### src/rtl/sprite_animator.sv
// Animated sprite fetch engine: maps the beam position onto a positioned, scaled,
// optionally mirrored sprite frame in ROM and returns a palette index plus opaque hit.
module sprite_animator #(
  parameter int SPR_W = 70,
  parameter int SPR_H = 81,
  parameter int FRAMES = 4,
  parameter int FRAME_TICKS = 6,
  parameter int ADDR_W = 15,
  parameter int IDX_W = 4,
  parameter logic [IDX_W-1:0] TRANSPARENT_IDX = {IDX_W{1'b0}},
  localparam int FW = (FRAMES > 1) ? $clog2(FRAMES) : 1
) (
  input  logic              vga_clk,
  input  logic              reset,
  input  logic [9:0]        DrawX,
  input  logic [9:0]        DrawY,
  input  logic              blank,
  input  logic              frame_start,
  input  logic [9:0]        sprite_x,
  input  logic [9:0]        sprite_y,
  input  logic [1:0]        scale,
  input  logic              flip,
  input  logic              anim_en,
  input  logic              play_once,
  input  logic              restart,
  output logic [ADDR_W-1:0] rom_address,
  input  logic [IDX_W-1:0]  rom_q,
  output logic [IDX_W-1:0]  pal_index,
  output logic              hit,
  output logic [FW-1:0]     frame_idx,
  output logic              done
);

  localparam int TW = (FRAME_TICKS > 1) ? $clog2(FRAME_TICKS) : 1;
  localparam int FRAME_SZ = SPR_W * SPR_H;

  logic [9:0]        sx_q, sx_d, sy_q, sy_d;
  logic [1:0]        scale_q, scale_d;
  logic              flip_q, flip_d;
  logic [TW-1:0]     tick_q, tick_d;
  logic [FW-1:0]     frame_q, frame_d;
  logic              done_q, done_d;
  logic [ADDR_W-1:0] addr_q, addr_d;
  logic              inb_q, inb_d, blank_q, blank_d;
  logic [IDX_W-1:0]  pal_q, pal_d;
  logic              hit_q, hit_d;

  logic [10:0]       dx_s, dy_s, lx_s, ly_s, cx_s;
  logic [1:0]        sh_s;
  logic [ADDR_W-1:0] base_s;
  logic              last_tick_s, last_frame_s;

  // Shadow geometry: sampled only at frame_start so a frame never tears
  always_comb begin
    sx_d    = sx_q;
    sy_d    = sy_q;
    scale_d = scale_q;
    flip_d  = flip_q;
    if (frame_start) begin
      sx_d    = sprite_x;
      sy_d    = sprite_y;
      scale_d = scale;
      flip_d  = flip;
    end else begin
      sx_d    = sx_q;
    end
  end

  // Stage 1: local coordinates, bounds test and ROM address
  always_comb begin
    dx_s   = {1'b0, DrawX} - {1'b0, sx_q};
    dy_s   = {1'b0, DrawY} - {1'b0, sy_q};
    sh_s   = (scale_q == 2'd3) ? 2'd2 : scale_q;
    lx_s   = dx_s >> sh_s;
    ly_s   = dy_s >> sh_s;
    cx_s   = flip_q ? (11'(SPR_W - 1) - lx_s) : lx_s;
    inb_d  = ~dx_s[10] & ~dy_s[10] & (lx_s < 11'(SPR_W)) & (ly_s < 11'(SPR_H));
    base_s = ADDR_W'(frame_q) * ADDR_W'(FRAME_SZ);
    if (inb_d) begin
      addr_d = base_s + ADDR_W'(ly_s) * ADDR_W'(SPR_W) + ADDR_W'(cx_s);
    end else begin
      addr_d = base_s;
    end
    blank_d = blank;
  end

  // Stage 2: opacity and active-video qualification of the ROM data
  always_comb begin
    hit_d = inb_q & blank_q & (rom_q != TRANSPARENT_IDX);
    if (hit_d) begin
      pal_d = rom_q;
    end else begin
      pal_d = {IDX_W{1'b0}};
    end
  end

  // Animation: restart dominates; a finished play_once sequence freezes the counters
  always_comb begin
    tick_d       = tick_q;
    frame_d      = frame_q;
    done_d       = done_q;
    last_tick_s  = (tick_q == TW'(FRAME_TICKS - 1));
    last_frame_s = (frame_q == FW'(FRAMES - 1));
    if (restart) begin
      tick_d  = {TW{1'b0}};
      frame_d = {FW{1'b0}};
      done_d  = 1'b0;
    end else if (done_q) begin
      if (!play_once) begin
        done_d = 1'b0;
      end else begin
        done_d = 1'b1;
      end
    end else if (frame_start && anim_en) begin
      if (last_tick_s) begin
        tick_d = {TW{1'b0}};
        if (last_frame_s) begin
          if (play_once) begin
            done_d = 1'b1;
          end else begin
            frame_d = {FW{1'b0}};
          end
        end else begin
          frame_d = frame_q + FW'(1);
          if (play_once && (frame_q == FW'(FRAMES - 2))) begin
            done_d = 1'b1;
          end else begin
            done_d = 1'b0;
          end
        end
      end else begin
        tick_d = tick_q + TW'(1);
      end
    end else begin
      tick_d = tick_q;
    end
  end

  // State and pipeline registers
  always_ff @(posedge vga_clk or posedge reset) begin
    if (reset) begin
      sx_q    <= 10'd0;
      sy_q    <= 10'd0;
      scale_q <= 2'd0;
      flip_q  <= 1'b0;
      tick_q  <= {TW{1'b0}};
      frame_q <= {FW{1'b0}};
      done_q  <= 1'b0;
      addr_q  <= {ADDR_W{1'b0}};
      inb_q   <= 1'b0;
      blank_q <= 1'b0;
      pal_q   <= {IDX_W{1'b0}};
      hit_q   <= 1'b0;
    end else begin
      sx_q    <= sx_d;
      sy_q    <= sy_d;
      scale_q <= scale_d;
      flip_q  <= flip_d;
      tick_q  <= tick_d;
      frame_q <= frame_d;
      done_q  <= done_d;
      addr_q  <= addr_d;
      inb_q   <= inb_d;
      blank_q <= blank_d;
      pal_q   <= pal_d;
      hit_q   <= hit_d;
    end
  end

  assign rom_address = addr_q;
  assign pal_index   = pal_q;
  assign hit         = hit_q;
  assign frame_idx   = frame_q;
  assign done        = done_q;

endmodule
### config.mk
export PLATFORM = sky130hd
export DESIGN_NAME = sprite_animator
export DESIGN_NICKNAME = d
export VERILOG_FILES = /design/src/rtl/sprite_animator.sv
export SDC_FILE = /design/constraint.sdc
export NUM_CORES = 1
export LEC_CHECK = 0
export ABC_AREA = 0
export CAP_MARGIN = 20
export CORE_AREA = 2 2 122 124
export DETAILED_ROUTE_END_ITERATION = 8
export DIE_AREA = 0 0 124 126
export PLACE_DENSITY = 0.68
export SLEW_MARGIN = 20
export SYNTH_ARGS = -nofsm -noshare
export SYNTH_HDL_FRONTEND = slang
export SYNTH_SLANG_ARGS = --single-unit
### constraint.sdc
create_clock -name vga_clk -period 14.2 [get_ports vga_clk]
set_clock_uncertainty 0.2 [all_clocks]
set_input_delay 1.42 -clock vga_clk [delete_from_list [all_inputs] [get_ports vga_clk]]
set_output_delay 1.42 -clock vga_clk [all_outputs]
set_load 0.01 [all_outputs]
Word level (Yosys, flattened, before mapping):

Index checks and enable logic that the tools add are counted.

* input port bits: 54
* word-level logic and storage cells: 66
* bits in registers: 51
* output and inout bits: 23

* mux-type cells: 21
* $lt $le $gt $ge: 2
* $add $sub $neg: 7
* multipliers: 2
* reduce and logical (&&, ||, !) cells: 7
* shift-type cells: 2
* equality and inequality tests: 6
* bitwise logic cells: 7

Operators with widths (number)
* < comparator 11 x 7 -> 1 bit, second input constant: 2
* >> shifter 11 x 2 -> 11 bit: 2
* subtractor 10 x 10 -> 11 bit: 2
* adder 15 x 11 -> 15 bit: 1
* adder 15 bit: 1
* two-way mux 15 bit: 1
* multiplier 11 x 6 -> 14 bit, second input constant: 1
* multiplier 2 x 12 -> 14 bit, second input constant: 1
* two-way mux 2 bit: 7
* two-way mux 3 bit: 4
* two-way mux 11 bit: 1
* subtractor 7 x 11 -> 11 bit, first input constant: 1
* two-way mux 1 bit: 7
* == test 2 bit, second input constant: 3
* bitwise AND 1 bit: 5
* two-way mux 4 bit: 1
* AND reduction 4 bit: 1
* nonzero test 2 bit: 2
* nonzero test 4 bit: 1
* adder 3 x 1 -> 3 bit, second input constant: 1
* == test 3 bit, second input constant: 1
* != test 3 bit, second input constant: 1
* adder 2 x 1 -> 2 bit, second input constant: 1
* logical AND 1 bit: 2
* other kinds (3): 4

Logic depth before layout (Yosys ltp):

* depth in word-level cells: 8
* mapped depth: 31
* depth with buffers taken out: 31

Least setup slack after synthesis:

Ideal clock, no wire load.

* path kind: input to register
* start point: input DrawY[0]
* end point: register addr_q[14], in the netlist rom_address[14]
* setup time: 0.123 ns
* buffers on the path: 0
* cell stages on the path: 30
* data arrival time: 7.400 ns
* path slack: 6.477 ns
* data required time: 13.877 ns
* cell sequence: inv_1 > ha_1 > inv_1 > fa_1 > a211oi_1 > o21bai_1 > a2111o_1 > a31oi_1 > o21bai_1 > a221oi_2 > ha_1 > ha_1 > inv_1 > fa_1 > inv_1 > ha_1 > nand2_1 > o21ai_0 > nor2_1 > xor2_1 > fa_1 > inv_1 > ha_1 > and2_1 > o21a_1 > a41oi_1 > a21oi_1 > xor3_1 > nand4_1 > xnor2_1

* word-level cells in the longest chain between the ends: 6
* elaborated cells on any way between the ends: 11
* those cells by class: add/sub (3); mul (1); order compare (1); shift (1); mux (1); bitwise (4)

RTL lines
* start, declared: line 16 `input logic [9:0] DrawY,`
* subtractor 10 x 10 -> 11 bit *: line 72 `dy_s = {1'b0, DrawY} - {1'b0, sy_q};`
* >> shifter 11 x 2 -> 11 bit or inverter 1 bit (tied branches): line 75, 77
* multiplier 11 x 6 -> 14 bit or bitwise AND 1 bit (tied branches): line 80, 77
* adder 15 bit or bitwise AND 1 bit (tied branches): line 80, 77
* adder 15 x 11 -> 15 bit or bitwise AND 1 bit (tied branches): line 80, 77
* two-way mux 15 bit *: line 79 `if (inb_d) begin`
* net addr_d[14]: line 43 `logic [ADDR_W-1:0] addr_q, addr_d;`
* end signal, assigned: line 149 `addr_q <= {ADDR_W{1'b0}};`
* end signal, assigned: line 162 `addr_q <= addr_d;`
* end, declared: line 43

Mark *: on every way through the listed nets, which the timed path passes. The rest lies on a longest branch.
A chain may end at the register's enable or synchronous reset.

Final worst setup path:

Ends and elaborated chain as after synthesis.

==> flow_summary.ini <==
[critical_path]
crit_top_cell = ha_1
crit_path_end_kind = flip-flop
cp.depth = 28
cp_data_required_time_ns = 14.19
crit_family = adder cells
reg2reg_to = rom_address[14]
worstSetupPathType = in2reg
slowest_stage = o41ai_1
crit_start = DrawY[0]
r2r_start = sy_q[0]
crit_end = rom_address[14]
cp_num_buf_inv = 3
rrSetupSlack_ns = 6.99
cp_max_fo = 5
critPathMaxStageDelay_ns = 0.53
reg2reg_depth = 26
arrival_ns = 8.41
crit_path_start_kind = input port

[yosys]
synth-compound-area-share_pct = 21.0
syn_area_per_cell_um2 = 8.60
ys.flop_type = dfrtp_1
synth_area_leaders = dfrtp_1 23%, ha_1 17%, fa_1 6.4%
synthTopCellsByCount = 87 x inv_1, 78 x ha_1, 53 x nand2_1
synth_top_family_by_area = adder cells
synth_nets = 806
synth_seq_cells = 51
syn_inst = 656
seq_area_frac_synth_pct = 22.6
yosysUniqueCellTypes = 70
synth_edf_count = 0
syn_area_mm2 = 0.00564
synth-xor-area-share_pct = 6.32
muxShareOfSynthArea_pct = 4.66
async_flop_share_pct = 100
synth_top_area_cell = dfrtp_1
ys_warn_count = 0
synth_top_area_share_pct = 22.6
yosysMostFrequentCell = inv_1
synth-adder-area-share_pct = 23.7
yosys.area_share.simple_pct = 14.3

[power_and_ir_drop]
finalPower_mw = 1.61
peakVddDrop_uv = 263
p_per_area_mw_per_mm2 = 240
p_leak_nw = 3.20

[finish]
fin_util_pct = 46.9
multi_input_comb_area_mm2 = 0.00394
antenna_cells = 0
layout.nets = 871
syn_to_final_growth_pct = 19.0
regArea_mm2 = 0.00128
final.fill_count = 1446
drive_above_1_share_pct = 5.54
fin_cells = 906

[clocking]
clk_latency_ns = 0.31
clockBufferDepth = 2
cts_hold_buf = 0
cts.sinks = 51
post_cts_buffers = 0
clkTransAtPathRegs_ns = 0.07
root_buffer = clkbuf_16
cts_tree = yes
cts-resized-gates = 0
cts_buffers = 5
htreeDepth = 2

[floorplanning]
ioPinCount = 77
placementRows = 44
die-height_um = 126
core_mm2 = 0.0143
start_util_pct = 39.4
die_w_um = 124
die-area_mm2 = 0.0156

[timing]
slew_headroom_pct = 43.0
setup_tns_ns = 0
max_slew.worst_pin.slew_ns = 0.833
finalSetupViolations = 0
period_share_pct = 59.3
finalMaxSlewViolations = 0
hold_viol = 0
min_period_ns = 8.42
rsz0062_at_grt = false
hold_ws_ns = 0.317
max_freq_mhz = 119

[placed_design]
placed_cells = 898
io_buffers = 76
hpwl_mm = 10.6
globalplace.congestion = 0.890

[drt]
drt_iter0_markers = 325
dr.pass1.iters = 5
wirelength_mm = 13.4
wl_per_cell_um = 14.8
num_vias = 4761
drc = 0
viasPerCell = 5.25
ant_nets = 0

[flow_run]
cap_violations = 0

[grt]
grt_pass1_wl_mm = 22.2
grt.overflow.total = 0
grt_max_degree = 52
grt_pass1_vias = 4806
antenna_found_initial = 0
track_usage_pct = 17.7

[hold_path]
whs_path_depth = 1
min_from = sy_q[0]
hold_path_class = reg2reg

[outcome]
status = finished, final reports clean
==> layout make-up <==
cell class                      count  area share, %
Clock inverter                      3          0.428
Sequential cell                    51           19.0
Inverter                           88           4.92
Tap cell                          184           3.43
Multi-Input combinational cell    496           58.7
Clock buffer                        5           1.86
Timing Repair Buffer               79           11.7
==> cells in the final DEF, fill, tap and decap left out, drive strengths merged, types with 6 or more instances in the layout <==
cell,count
xor2,18
nor2b,10
nand2b,6
nor3,9
xnor2,20
mux2i,15
fa,18
a211oi,13
a21o,9
o21ai,44
clkdlybuf4s50,76
a21oi,33
nand3,6
inv,89
mux2,10
o211ai,6
and3,6
nand2,53
ha,78
o21a,13
nor2,49
dfrtp,51
==> power by group <==
group | leakage, nW | switching [mW] | total, mW | internal, mW
logic | 2.46 | 0.711 | 1.32 | 0.612
registers | 0.665 | 0.00506 | 0.158 | 0.153
clock network | 0.0759 | 0.0624 | 0.130 | 0.0674
total | 3.20 | 0.778 | 1.61 | 0.832
==> worst min-delay path by stage <==
stage                         end
after CTS                 sx_q[0]
after global placement    sy_q[0]
after global routing      sx_q[0]
after floorplan           sx_q[0]
final                     sy_q[0]
after detailed placement  sy_q[0]
==> metal layers <==
| layer | routed length, um | up-vias | share of wire [%] | GRT usage (%) |
|---|---|---|---|---|
| met4 | 234 | 0 | 1.7 | 5.62 |
| met1 | 6320 | 2241 | 47 | 23.5 |
| met5 | 0 | - | 0 | 0 |
| met2 | 6340 | 87 | 47 | 29.5 |
| li1 | - | 2417 | - | - |
| met3 | 483 | 16 | 3.6 | 2.67 |
==> metrics by stage <==
stage | cell area (um2) | setup slack (ns)
4_1_cts | 6720 | 5.81
2_1_floorplan | 5640 | 6.48
5_1_grt | 6720 | 5.17
3_5_place_dp | 6560 | 5.51
3_3_place_gp | 6560 | 5.64
6_report | 6720 | 5.78
==> state kept, by name (all words and copies together), names as in the netlist <==
register     flops
done             1
flip_q           1
blank_q          1
rom_address     15
scale_q          2
inb_q            1
sy_q            10
tick_q           3
pal_index        4
sx_q            10
hit              1
frame_idx        2
==> logic make-up after synthesis <==
| family | count (synthesis) |
|---|---|
| AO/OA/AOI/OAI | 171 |
| multiplexers | 25 |
| flip-flops | 51 |
| buffers and inverters | 109 |
| adder cells (fa/ha/maj) | 96 |
| XOR/XNOR | 39 |
| AND/OR/NAND/NOR | 165 |
Power figures use the tool's default switching activity.
